### config.mk
export PLATFORM = sky130hd
export DESIGN_NAME = alu_mul_seq
export DESIGN_NICKNAME = d
export VERILOG_FILES = /design/src/rtl/alu_mul_seq.sv
export SDC_FILE = /design/constraint.sdc
export NUM_CORES = 1
export LEC_CHECK = 0
export CORE_MARGIN = 1.5
export CORE_UTILIZATION = 47
export DETAILED_ROUTE_END_ITERATION = 8
export GPL_TIMING_DRIVEN = 0
export PLACE_DENSITY = 0.95
export SYNTH_ARGS = -nofsm -noshare
export SYNTH_HDL_FRONTEND = slang
export SYNTH_SLANG_ARGS = --single-unit
### constraint.sdc
create_clock -name clk -period 2.6 [get_ports clk]
set_input_delay 0.52 -clock clk [delete_from_list [all_inputs] [get_ports clk]]
set_output_delay 0.52 -clock clk [all_outputs]
set_load 0.02 [all_outputs]
### src/rtl/alu_mul_seq.sv
// alu_mul_seq: multi-cycle unsigned shift-add multiplier that borrows the
// shared single-cycle datapath ALU. While idle the ALU ports pass straight
// through from the datapath; while running, the sequencer drives ADDs and
// stalls the datapath. Produces the low DATA_WIDTH bits of op_a * op_b.
//
// Optional build macro: MUL_EARLY_EXIT_EN
//   When defined, a run finishes as soon as the remaining multiplier bits are
//   all zero, instead of always iterating DATA_WIDTH times.
module alu_mul_seq #(
  parameter int unsigned DATA_WIDTH = 32,
  parameter int unsigned CNT_WIDTH  = 6
) (
  input  logic                  clk,
  input  logic                  rst_n,
  input  logic                  start_i,
  input  logic [DATA_WIDTH-1:0] op_a_i,
  input  logic [DATA_WIDTH-1:0] op_b_i,
  output logic                  busy_o,
  output logic                  done_o,
  output logic [DATA_WIDTH-1:0] result_o,
  input  logic [DATA_WIDTH-1:0] dp_op1_i,
  input  logic [DATA_WIDTH-1:0] dp_op2_i,
  input  logic [2:0]            dp_ctrl_i,
  output logic                  dp_stall_o,
  output logic [DATA_WIDTH-1:0] alu_op1_o,
  output logic [DATA_WIDTH-1:0] alu_op2_o,
  output logic [2:0]            alu_ctrl_o,
  input  logic [DATA_WIDTH-1:0] alu_result_i
);

  localparam logic [2:0] ALU_ADD = 3'd0;

  typedef enum logic [1:0] {
    IDLE = 2'd0,
    RUN  = 2'd1,
    DONE = 2'd2
  } state_t;

  state_t                state, state_next;
  logic [DATA_WIDTH-1:0] acc;
  logic [DATA_WIDTH-1:0] mcand;
  logic [DATA_WIDTH-1:0] mplier;
  logic [CNT_WIDTH-1:0]  cnt;

  logic                  accept;
  logic                  last_iter;
  logic                  mplier_zero;
  logic [DATA_WIDTH-1:0] acc_step;

  // A start is honoured in IDLE and DONE alike; RUN ignores it.
  assign accept    = start_i && (state != RUN);
  assign last_iter = (cnt == CNT_WIDTH'(DATA_WIDTH - 1));

`ifdef MUL_EARLY_EXIT_EN
  assign mplier_zero = (mplier == '0);
`else
  assign mplier_zero = 1'b0;
`endif

  // Accumulator value after this edge's conditional add; also the final
  // product on the last iteration.
  assign acc_step = mplier[0] ? alu_result_i : acc;

  // State register.
  always_ff @(posedge clk or negedge rst_n) begin
    if (!rst_n) begin
      state <= IDLE;
    end else begin
      state <= state_next;
    end
  end

  // Next-state decode.
  always_comb begin
    state_next = state;
    unique case (state)
      IDLE: begin
        if (start_i) state_next = RUN;
      end
      RUN: begin
        if (mplier_zero || last_iter) state_next = DONE;
      end
      DONE: begin
        state_next = start_i ? RUN : IDLE;
      end
      default: state_next = IDLE;
    endcase
  end

  // Operand capture, shift-add iteration and result latch.
  always_ff @(posedge clk or negedge rst_n) begin
    if (!rst_n) begin
      acc      <= '0;
      mcand    <= '0;
      mplier   <= '0;
      cnt      <= '0;
      result_o <= '0;
    end else if (accept) begin
      acc    <= '0;
      mcand  <= op_a_i;
      mplier <= op_b_i;
      cnt    <= '0;
    end else if (state == RUN) begin
      if (mplier_zero) begin
        // Early exit: nothing left to add, the accumulator already holds
        // the product.
        result_o <= acc;
      end else begin
        acc    <= acc_step;
        mcand  <= mcand << 1;
        mplier <= mplier >> 1;
        cnt    <= cnt + 1'b1;
        if (last_iter) result_o <= acc_step;
      end
    end
  end

  assign busy_o     = (state == RUN);
  assign done_o     = (state == DONE);
  assign dp_stall_o = busy_o;

  // Shared ALU ownership mux.
  always_comb begin
    alu_op1_o  = dp_op1_i;
    alu_op2_o  = dp_op2_i;
    alu_ctrl_o = dp_ctrl_i;
    if (state == RUN) begin
      alu_op1_o  = acc;
      alu_op2_o  = mcand;
      alu_ctrl_o = ALU_ADD;
    end
  end

endmodule

==> impl_metrics.toml <==
[status]
status = "finished, final reports clean"

[global_routing]
grt_util_all_layers_pct = 27.8
grt_pass1_wl_mm = 31.7
grt-ovfl-total = 0
grt_max_degree = 80
grt_pass1_vias = 6221
antenna_found_initial = 0

[logic_synthesis]
syn_area_um2 = 6730
synthTopCellsByArea = "dfrtp_1 51%, nand2_1 13%, mux2i_1 9.7%"
synthArstFlopShare_pct = 100
syn_area_per_cell_um2 = 10.1
ys_types = 33
netlist_instances = 668
synth_seq_cells = 136
synth.largest_area_cell = "dfrtp_1"
yosysSeqAreaShare_pct = 50.5
synth_nets = 835
yosysWarnings = 0
synth_edf_count = 0
synth_top_area_share_pct = 50.5
synthFlopType = "dfrtp_1"

[floorplanning]
start_util_pct = 48.3
num_rows = 43
fp.dieH_um = 123
pin_count = 268
die_w_um = 123
die_area_um2 = 15100
core_area_um2 = 13900

[min_path]
hold_path.class = "in -> async"

[clocking]
clkLatencyLatePin_ns = 0.43
cts.root.buffer_cell = "clkbuf_16"
cts_sinks = 136
cts_tree = "done"
clockBufferDepth = 2
cts_hold_buf = 0
cts_buffers = 17
h-tree-depth = 4
clkTransAtPathRegs_ns = 0.06
postCtsSetupBuffers = 0

[route]
wl_mm = 20.7
drtPass1Iterations = 4
antenna_left = 0
drt-initial-drc-count = 424
post-route-drc-count = 0
wl_per_cell_um = 18.0
vias = 6046
viasPerCell = 5.28

[layout]
drive_gt1_share_pct = 16.1
utilization_pct = 72.7
diodes = 0
nNetsFinal = 1120
area_growth_pct = 50.4

[timing]
period_needed_ns = 2.49
tns_ns = 0
worstMarginPinSlew_ns = 0.696
hold_viol = 0
fmax_ghz = 0.401
finalSetupViolCount = 0
fin_crit_sh_pct = 95.9
rsz0062_at_grt = "no"
relSlewSlack_pct = 53.6
worst_clock_skew_ns = 0.0117
slew_violations = 0

[worst_setup_path]
path_max_fanout = 15
critPathSlowestCell = "dfrtp_1"
worstPathCellList = "nand2b_4, inv_6, buf_6, buf_4, nand2_1, nand2_1, dlygate4sd2_1"
path_class = "reg -> out"
crit_path_start_kind = "register"
crit_required_ns = 2.08
crit_top_cell = "nand2_1"
cp_num_buf_inv = 4
critical_path.max_stage_delay_ns = 0.38
end_kind = "primary output"
critPathTopFamily = "buffers and inverters"
worstPathArrival_ns = 1.97

[pwr]
power_density_nw_per_um2 = 1170
peakVddDrop_v = 0.000640
p_leak_nw = 4.91

[placed_design]
dp_hpwl_mm = 15.0
numPortBuffers = 266
place.gp.congestion = 0.867

[run]
maxCapViolCount = 0
-- area by class of cell --
| cell class | count | area [um^2] |
|---|---|---|
| fill | 997 | 3810 |
| timing repair buffer | 267 | 2540 |
| tap | 180 | 225 |
| buffer | 48 | 295 |
| inverter | 2 | 12.5 |
| clock inverter | 13 | 123 |
| sequential | 136 | 3400 |
| multi-input combinational | 481 | 3080 |
| clock buffer | 19 | 443 |
-- timing repair --
| item | CTS | global route |
|---|---|---|
| endpoints found under the setup margin | 69 | 29 |
| resized for setup | 98 | 49 |
| endpoints found under the hold margin | 0 | 0 |
-- power breakdown --
group	internal, mW	leakage (nW)	switching [mW]
clock	1.35	0.271	0.960
combinational	2.58	2.94	3.28
sequential	3.06	1.70	0.627
total	6.99	4.91	4.87
-- state kept, by name, summed over array words and instances (netlist names) --
| name | flops |
|---|---|
| acc | 32 |
| cnt | 6 |
| mcand | 32 |
| mplier | 32 |
| result_o | 32 |
| state | 2 |
-- synthesized netlist by cell type, drive strengths merged (2+ instances only) --
cell type,n
a211o,2
a22o,32
and2,3
buf,24
clkbuf,25
dfrtp,136
inv,2
mux2,65
mux2i,65
nand2,229
nand3,4
nor2,3
o21ai,64
-- worst reg2reg max path, stage by stage (launching register included) --
cell and delay, ns:
dfrtp_1 0.43, ha_1 0.25, nand3_2 0.15, nor4b_4 0.50, buf_6 0.24, mux2_2 0.36
-- per-stage QoR --
| stage | hold WS [ns] | instances | worst slack (ns) | instance area, um^2 | power [mW] |
|---|---|---|---|---|---|
| 4_1_cts | 0.0719 | 1146 | 0.0205 | 10200 | 11.9 |
| 5_1_grt | 0.0830 | 1146 | 0.00323 | 10100 | 12.6 |
| 2_1_floorplan | 0.224 | 668 | 0.526 | 6730 | 7.09 |
| 6_report | 0.0654 | 1146 | 0.106 | 10100 | 11.9 |
| 3_5_place_dp | 0.469 | 1115 | -0.407 | 9650 | 9.92 |
| 3_3_place_gp | 0.455 | 1114 | -4.35 | 9620 | 9.72 |
-- worst paths after layout --
kind,start,to,slack (ns),depth (start not counted)
max reg2reg,cnt[0],result_o[25],0.55,5
min,rst_n,result_o[19],0.07,1
max,state[1],alu_op1_o[19],0.11,7
min in group clk,mplier[25],mplier[24],0.49,2
min reg2reg,mplier[25],mplier[24],0.49,2
max in group asynchronous,rst_n,mcand[12],1.76,2
-- cell usage in the layout, fill, tap and decap left out, drive strengths merged, types with 2 or more instances in the layout --
master	synthesis	final
and2	3	3
nand2	229	229
clkinvlp	0	3
clkdlybuf4s50	0	196
nand3	4	4
clkinv	0	7
a22o	32	32
mux2i	65	65
buf	24	25
dfrtp	136	136
a211o	2	2
mux2	65	65
clkbuf	25	64
inv	2	4
nor2	3	3
dlygate4sd2	0	40
o21ai	64	64
clkdlybuf4s15	0	9
-- cell families after synthesis --
logic type,count (synthesis),share of synthesized area (%)
and+or+nand+nor,247,14.7
DFF,136,50.5
muxes,130,21.1
AOI/OAI and AO/OA,103,9.77
buffers and inverters,51,3.73
adders and majority gates,1,0.186
-- per-layer routing --
metal,part of all wire (%),global-route usage (%),vias to the layer above
li1,-,-,2853
met1,42,34.2,2920
met2,49,45.5,223
met3,6.3,7.95,50
met4,3.3,12.4,0
met5,0,0,-
Note: power is estimated with default switching activity, not from simulation.
